[src/rtl/cpu_types_pkg.sv]
// Shared CPU types: machine word, MEM-stage request FSM states and request kinds.
package cpu_types_pkg;

  localparam int WORD_W = 32;

  typedef logic [WORD_W-1:0] word_t;

  typedef enum logic [1:0] {IDLE, REQ, DONE, HALTED} dmem_state_t;
  typedef enum logic {DK_RD, DK_WR} dmem_kind_t;

  // Everything captured from the MEM latch when a request is launched.
  typedef struct packed {
    word_t      addr;
    word_t      wdat;
    dmem_kind_t kind;
    logic       atomic;
  } dmem_req_t;

endpackage

[src/rtl/dmem_req_ctrl_sat_counter.sv]
// W-bit up-counter that sticks at all-ones instead of wrapping; synchronous clear.
module sat_counter #(
  parameter int W = 32
) (
  input  logic         CLK,
  input  logic         RST,
  input  logic         en,
  output logic [W-1:0] count
);

  logic [W-1:0] count_q, count_d;

  // NOTE: default assignment first so every path drives count_d and no latch is inferred.
  always_comb begin
    count_d = count_q;
    if (en && (count_q != '1)) count_d = count_q + W'(1);
  end

  // NOTE: non-blocking assignments for flops so all registers update from pre-edge values.
  always_ff @(posedge CLK) begin
    if (RST) count_q <= '0;
    else     count_q <= count_d;
  end

  assign count = count_q;

endmodule

[src/rtl/dmem_req_ctrl.sv]
// MEM-stage dcache request controller: one request per decoded memory op, stalls
// the pipeline until dhit, latches halt, and keeps saturating perf counters.
module dmem_req_ctrl
  import cpu_types_pkg::*;
#(
  parameter int CNT_W   = 32,
  parameter int TIMEOUT = 256
) (
  input  logic             CLK,
  input  logic             RST,
  input  logic             MemRead,
  input  logic             MemWr,
  input  logic             datomic,
  input  logic             is_halt,
  input  logic             ext_stall,
  input  word_t            addr,
  input  word_t            wdat,
  input  logic             dhit,
  input  word_t            dmemload,
  output logic             dmemREN,
  output logic             dmemWEN,
  output logic             dmem_atomic,
  output word_t            dmemaddr,
  output word_t            dmemstore,
  output logic             mem_stall,
  output word_t            load_data,
  output logic             load_valid,
  output logic             halt,
  output logic             err_illegal,
  output logic             timeout_flag,
  output logic [CNT_W-1:0] req_count,
  output logic [CNT_W-1:0] stall_count
);

  // Wide enough to hold TIMEOUT itself; also valid when the watchdog is disabled.
  localparam int TW = $clog2(TIMEOUT + 2);

  dmem_state_t   state_q, state_d;
  dmem_req_t     req_q, req_d;
  word_t         ldata_q, ldata_d;
  logic [TW-1:0] wait_q, wait_d;
  logic          ren_q, ren_d, wen_q, wen_d;
  logic          ill_q, ill_d, tmo_q, tmo_d;
  logic          mem_op, req_done;

  assign mem_op   = MemRead ^ MemWr;
  assign req_done = (state_q == REQ) && dhit;

  always_ff @(posedge CLK) begin
    if (RST) state_q <= IDLE;
    else     state_q <= state_d;
  end

  always_comb begin
    state_d = state_q;
    case (state_q)
      IDLE:    if (is_halt) state_d = HALTED;
               else if (mem_op) state_d = REQ;
      REQ:     if (dhit) state_d = DONE;
      DONE:    if (!ext_stall) state_d = IDLE;
      HALTED:  state_d = HALTED;
      default: state_d = IDLE;
    endcase
  end

  always_comb begin
    mem_stall  = ((state_q == IDLE) && mem_op && !is_halt) || (state_q == REQ);
    load_valid = (state_q == DONE) && (req_q.kind == DK_RD);
    halt       = (state_q == HALTED);
  end

  // wait_q is the 1-based index of the current REQ cycle, saturating at TIMEOUT.
  always_comb begin
    req_d   = req_q;
    ldata_d = ldata_q;
    wait_d  = wait_q;
    tmo_d   = tmo_q;
    ill_d   = (state_q == IDLE) && !is_halt && MemRead && MemWr;
    if ((state_q == IDLE) && (state_d == REQ)) begin
      req_d  = '{addr: addr, wdat: wdat, kind: (MemWr ? DK_WR : DK_RD), atomic: datomic};
      wait_d = TW'(1);
    end else if ((state_q == REQ) && !dhit && (wait_q < TW'(TIMEOUT))) begin
      wait_d = wait_q + TW'(1);
    end
    if ((TIMEOUT != 0) && (state_d == REQ) && (wait_d == TW'(TIMEOUT))) tmo_d = 1'b1;
    if (req_done && (req_q.kind == DK_RD)) ldata_d = dmemload;
    ren_d = (state_d == REQ) && (req_d.kind == DK_RD);
    wen_d = (state_d == REQ) && (req_d.kind == DK_WR);
  end

  always_ff @(posedge CLK) begin
    if (RST) begin
      req_q   <= '0;
      ldata_q <= '0;
      wait_q  <= '0;
      ren_q   <= 1'b0;
      wen_q   <= 1'b0;
      ill_q   <= 1'b0;
      tmo_q   <= 1'b0;
    end else begin
      req_q   <= req_d;
      ldata_q <= ldata_d;
      wait_q  <= wait_d;
      ren_q   <= ren_d;
      wen_q   <= wen_d;
      ill_q   <= ill_d;
      tmo_q   <= tmo_d;
    end
  end

  assign dmemREN      = ren_q;
  assign dmemWEN      = wen_q;
  assign dmem_atomic  = req_q.atomic;
  assign dmemaddr     = req_q.addr;
  assign dmemstore    = req_q.wdat;
  assign load_data    = ldata_q;
  assign err_illegal  = ill_q;
  assign timeout_flag = tmo_q;

  sat_counter #(.W(CNT_W)) u_req_cnt (
    .CLK   (CLK),
    .RST   (RST),
    .en    (req_done),
    .count (req_count)
  );

  sat_counter #(.W(CNT_W)) u_stall_cnt (
    .CLK   (CLK),
    .RST   (RST),
    .en    (mem_stall),
    .count (stall_count)
  );

endmodule
[config.mk]
export PLATFORM = sky130hd
export DESIGN_NAME = dmem_req_ctrl
export DESIGN_NICKNAME = d
export VERILOG_FILES = /design/src/rtl/cpu_types_pkg.sv /design/src/rtl/dmem_req_ctrl_sat_counter.sv /design/src/rtl/dmem_req_ctrl.sv
export SDC_FILE = /design/constraint.sdc
export NUM_CORES = 1
export LEC_CHECK = 0
export CORE_MARGIN = 4
export CORE_UTILIZATION = 35
export DETAILED_ROUTE_END_ITERATION = 6
export PLACE_DENSITY_LB_ADDON = 0.3
export SETUP_SLACK_MARGIN = 0.4
export SLEW_MARGIN = 10
export SYNTH_ARGS = -nofsm -noshare
export SYNTH_HDL_FRONTEND = slang
export SYNTH_SLANG_ARGS = --single-unit
[constraint.sdc]
create_clock -name CLK -period 2.3 [get_ports CLK]
set_input_delay 0.345 -clock CLK [delete_from_list [all_inputs] [get_ports CLK]]
set_output_delay 0.345 -clock CLK [all_outputs]
set_load 0.02 [all_outputs]
* Word level (Yosys, flattened, before mapping)
Index checks and enable logic that the tools add are counted.
** Word-level totals
- Bits in registers :: 177
- Bits in latches :: 0
- RAM bits :: 0
- Bits in read-only memories :: 0
- Input bits :: 104
- Memories kept :: 0
** Operators by class
- $add $sub $neg :: 3
- $mul :: 0
- Div/mod/pow operators :: 0
- Order comparisons :: 1
- Equality and inequality tests :: 7
- Shifts and indexed selects :: 0
- Multiplexer cells :: 9
- Bitwise logic cells :: 3
- Reductions and logical operators :: 20
** Operators by type and width (number)
- $add A32 B1 Y32 const B :: 2
- $ne A32 B32 Y1 const B :: 2
- $mux W9 :: 2
- $logic_and A1 B1 Y1 :: 16
- $mux W2 :: 5
- $add A9 B1 Y9 const B :: 1
- $eq A9 B9 Y1 const B :: 1
- $lt A9 B9 Y1 const B :: 1
- $pmux W2 S4 :: 1
- $eq A2 B1 Y1 const B :: 2
- $eq A2 B2 Y1 const B :: 2
- $logic_not A1 Y1 :: 2
- $logic_not A2 Y1 :: 1
- $not A1 Y1 :: 2
- $logic_or A1 B1 Y1 :: 1
- $mux W1 :: 1
- $xor A1 B1 Y1 :: 1

* Depth between registers and ports, before layout
- Depth after elaboration :: 9
- Mapped depth :: 8
- Gate-level depth less buffers :: 6

* Hierarchy
A second synthesis with hierarchy kept.
** Second synthesis, totals
- Cell total of the unflattened synthesis :: 976
- Area total of the unflattened synthesis :: 7947.6 um^2
** Modules (own cells, without submodules)
- dmem_req_ctrl :: instances 1, cells each 578, area each 4599.4 um^2, sequential area each 2262.2 um^2
- sat_counter :: instances 2, cells each 199, area each 1674.1 um^2, sequential area each 640.6 um^2

* Least setup slack after synthesis
Ideal clock, no wire load.
- Path type :: reg-to-reg
- From :: register u_stall_cnt.count_q[11] (netlist: u_stall_cnt.count[11])
- To :: register u_stall_cnt.count_q[25] (netlist: u_stall_cnt.count[25])
- Library setup time :: 0.123 ns
- Arrival :: 2.144 ns
- Data required time :: 2.177 ns
- Setup slack :: 0.032 ns
- Stages on the path, launching flop included :: 7
- Path through :: dfxtp_1 > nand4_4 > or2_1 > or4_1 > buf_2 > nor4_1 > mux2_1
** On the way
- Word-level cells in the longest chain between the ends :: 2
- Elaborated cells on any way between the ends :: 3
- Those cells by class :: add/sub: 1; eq/ne: 1; reduce/logical: 1
** RTL lines
- start: declaration :: RTL line dmem_req_ctrl_sat_counter.sv:11 : logic [W-1:0] count_q, count_d;
- start signal: assignment :: RTL line dmem_req_ctrl_sat_counter.sv:22 : else count_q <= count_d;
- parallel branches: the longest is 2 deep, another holds $add A32 B1 Y32
Parallel ways; which one is timed is not known.
A chain may end at the register's enable or synchronous reset.

* Final worst setup path
- From :: register u_stall_cnt.count_q[13] (netlist: u_stall_cnt.count[13])
- To :: register u_stall_cnt.count_q[29] (netlist: u_stall_cnt.count[29])
The elaborated chain is that of the path after synthesis.

==> results.md <==
Run status
• finished, final reports clean — result of the run

Worst setup path
• 7 — maximum fanout along the worst path
• flop — crit end category
• 2.36 ns — endpoint arrival time on the critical path
• 0.24 ns — flop2flop setup slack
• simple AND/OR/NAND/NOR gates — delay-heaviest family, CP
• sky130_fd_sc_hd__or4_4 — Slowest cell on crit path
• 2.61 ns — required time reported for the critical path endpoint
• reg2reg — worst setup path class
• 0 — Buf+Inv Stages, Crit Path
• nand4_4 > or2_4 > or4_4 > nor4_4 > mux2_4 — crit-path cells
• 0.52 ns — largest incremental delay on the critical path
• flop — critical path launch point type

Clock network
• 17 — Inserted Clock Buffers
• 0.42 ns — clk_lat worst skew
• 177 — Clock Sink Count
• 2 — number of buffers between clock root and the deepest sink
• 4 — Clock H-tree levels
• built — CTS tree
• 0.07 ns — clock slew at the register clock pins of the worst setup and hold paths
• sky130_fd_sc_hd__clkbuf_16 — library cell used as clock root buffer
• 0 — number of hold buffers added after CTS

Timing
• 0 — number of hold-slack violations in the final timing report
• 2.06 ns — clock period minus final worst setup slack
• 0.474 — remaining max-slew budget at the tightest pin
• 0.894 — final period utilization
• 0.0114 ns — Max Clock Skew
• 0 — final setup violation count
• 0.788 ns — transition time at the pin with the least slew margin
• true — RSZ-0062 raised after global routing
• 487 MHz — max frequency
• 0 — final number of max-transition violations

Pwr
• 2.00 mW — reported net switching power
• 0.402 — share of total power in the clock network
• 0.449 — part of the total power dissipated in sequential elements
• 0.280 — switching share of power
• 7.15 mW — Total Power
• 0.000430 V — highest ir drop seen on vdd
• 0.148 — combinational cell fraction of total power
• 558 nW/um^2 — power density normalized to cell area
• 5.15 mW — Power Internal
• 4.77 nW — Static Leakage

Detailed routing
• 7979 — vias after detailed routing
• 0 — remaining antenna violation count
• 0 — remaining routing DRC violations
• 1890 um — routed wl met3
• 25700 um — Routed Wire Length
• 5 — Initial DRT Pass Iterations
• 11400 um — Met1 Wirelength
• met4 — Top Metal Used
• 467 — number of DRC violations after detailed-routing iteration 0
• 5.10 — detail-routed via count per cell
• 12100 um — met2 layer wire length in the routed design
• 16.4 um — Routed WL per cell

Logic synthesis
• sky130_fd_sc_hd__dfxtp_1 — Most used DFF post-synth
• 0.00471 — adder-cell area share of the yosys netlist
• sky130_fd_sc_hd__nand2_1 (224), sky130_fd_sc_hd__dfxtp_1 (177), sky130_fd_sc_hd__a21oi_1 (135), sky130_fd_sc_hd__buf_4 (64), sky130_fd_sc_hd__clkbuf_1 (56) — commonest cells in the synthesized netlist
• simple AND/OR/NAND/NOR gates — largest family of logic cells by synthesized area
• 0.444 — share of Yosys cell area claimed by the top area cell type
• 7980 um^2 — summed instance area of the synthesized netlist
• sky130_fd_sc_hd__nand2_1 — most numerous cell in the Yosys netlist
• 0.0235 — multiplexer share of the synthesized area
• 0.147 — complex-gate fraction of the synthesized area
• 0.0110 — xor-xnor portion of the synthesized cell area
• 56 — number of different library cells in the post-synthesis netlist
• 0 — async set-reset flop share out of synthesis
• 0 — number of warnings reported in the yosys synthesis log
• sky130_fd_sc_hd__dfxtp_1 (44%), sky130_fd_sc_hd__nand2_1 (11%), sky130_fd_sc_hd__a21oi_1 (8.5%) — Area contributors post-synth
• 0.270 — simple-gate share of the synthesized area
• 7.98 um^2 — Avg Cell Area, Syn
• 177 — synthesis-stage register bit count
• 1000 — number of instances in the synthesized netlist
• 0 — number of synthesized flops with an enable pin
• 0.444 — portion of the post-synthesis area used by sequential elements
• 1107 — Net Count, Synth
• sky130_fd_sc_hd__dfxtp_1 — cell taking the most area after synthesis

Worst hold path
• in2reg — Hold/Removal Path Class

Finish
• 0.580 — core occupancy in the finished layout
• 1976 — layout filler cell count
• 60.6% — growth of design area from synthesis to finish
• 1380 — Final nets
• 3650 um^2 — register area
• 0 — final antenna diode count
• 4270 um^2 — area taken by multi-input logic gates
• 0.224 — share of layout cells above drive strength 1

Floorplanning
• 0.361 — effective utilization at floorplan
• 54 — Site Rows
• 272 — Boundary Pins
• 22100 um^2 — Core Region
• 25300 um^2 — Total Die Area
• 159 um — DIE WIDTH
• 159 um — die outline height

Global route
• 7448 — number of global-route vias before repair
• 0 — antenna violations before repair
• 0 — grt total ovfl
• 0.185 — gr usage total
• 39300 um — global-route wire length before repair
• 94 — largest net degree at the start of global routing

Place
• 16500 um — DP HPWL
• 271 — Port Buffer Count
• 0.830 — weighted congestion at the end of routability-driven global placement

Flow run
• 0 — Maximum Capacitance Violations

cell families (layout without fill, tap and decap cells):
logic type,count (synthesis),count (layout)
xor gates and xnor gates,10,10
AOI/OAI and AO/OA,206,206
muxes,17,17
DFF,177,177
adders and majority gates,3,3
and+or+nand+nor,443,443
buffers and inverters,144,430
layer usage:
layer / up-vias / GRT usage
met3: 21 / 0.0626
met1: 3738 / 0.239
met2: 248 / 0.302
met5: - / 0
met4: 0 / 0.0398
li1: 3972 / -
cells in the final DEF (no fill, tap or decap), types with 6 or more instances in the layout:
cell type                         synthesis  final
sky130_fd_sc_hd__clkdlybuf4s50_1          0    244
sky130_fd_sc_hd__nand2_1                224    220
sky130_fd_sc_hd__dfxtp_1                177    139
sky130_fd_sc_hd__a21oi_1                135    122
sky130_fd_sc_hd__buf_4                   64     77
sky130_fd_sc_hd__nor2_1                  38     35
sky130_fd_sc_hd__dfxtp_4                  0     23
sky130_fd_sc_hd__clkbuf_16                0     22
sky130_fd_sc_hd__nand3_1                 22     21
sky130_fd_sc_hd__nand4_1                 21     21
sky130_fd_sc_hd__or3_1                   23     20
sky130_fd_sc_hd__inv_1                   17     17
sky130_fd_sc_hd__dlymetal6s2s_1           0     17
sky130_fd_sc_hd__nor3_1                  21     16
sky130_fd_sc_hd__dfxtp_2                  0     15
sky130_fd_sc_hd__nor2b_1                 13     13
sky130_fd_sc_hd__a21oi_2                  0     13
sky130_fd_sc_hd__o21ai_1                  1     11
sky130_fd_sc_hd__nor4_4                   0     11
sky130_fd_sc_hd__buf_6                    0     11
sky130_fd_sc_hd__o31ai_1                 15     10
sky130_fd_sc_hd__or4_1                   18     10
sky130_fd_sc_hd__buf_12                   0     10
sky130_fd_sc_hd__o21ai_0                 24      9
sky130_fd_sc_hd__mux2_2                   9      9
sky130_fd_sc_hd__or4_4                    0      8
sky130_fd_sc_hd__dlygate4sd2_1            0      7
sky130_fd_sc_hd__and3_1                   7      6
sequential cells by signal, indices dropped and copies added (netlist names):
register,cells
dmemREN,1
dmemWEN,1
u_stall_cnt.count,32
wait_q,9
err_illegal,1
dmemaddr,32
load_data,32
timeout_flag,1
dmem_atomic,1
req_q,1
state_q,2
u_req_cnt.count,32
dmemstore,32
area by class of cell:
type / instances / share of cell area
Timing Repair Buffer: 381 / 0.304
Tap cell: 280 / 0.0274
Multi-Input combinational cell: 679 / 0.334
Clock buffer: 18 / 0.0343
Sequential cell: 177 / 0.285
Clock inverter: 14 / 0.0107
Inverter: 17 / 0.00498
timing repair:
item / 4_1_cts / 5_1_grt
cloned: 2 / 6
endpoints found under the hold margin: 0 / 0
setup endpoints to repair: 58 / 117
pin swaps: 20 / 64
buffers inserted: 30 / 29
resized for setup: 54 / 147
metrics by stage:
step	hold slack [ns]	setup slack (ns)	instance area [um^2]	setup TNS, ns	cells
3_5_place_dp	0.446	-0.309	10900	-3.82	1467
3_3_place_gp	0.440	-0.285	10900	-3.31	1467
2_1_floorplan	0.437	0.261	8130	0	1000
4_1_cts	0.298	0.271	11900	0	1531
6_report	0.317	0.245	12800	0	1566
5_1_grt	0.320	0.185	12800	0	1566
power groups by stage:
stage | Combinational (mW) | Clock [mW] | Sequential (mW)
6_report | 1.06 | 2.88 | 3.21
5_1_grt | 1.15 | 3.10 | 3.23
4_1_cts | 1.03 | 2.98 | 3.22
3_5_place_dp | 1.02 | 0 | 3.30
3_3_place_gp | 1.02 | 0 | 3.30
2_1_floorplan | 0.516 | 0 | 3.33
worst paths after layout:
| kind | startpoint | end | cells past startpoint |
|---|---|---|---|
| max | u_stall_cnt.count[13] | u_stall_cnt.count[29] | 5 |
| min | RST | u_stall_cnt.count[4] | 2 |
| max reg2reg | u_stall_cnt.count[13] | u_stall_cnt.count[29] | 5 |
| min reg2reg | dmemstore[4] | dmemstore[4] | 2 |
Note: power is estimated with default switching activity, not from simulation.
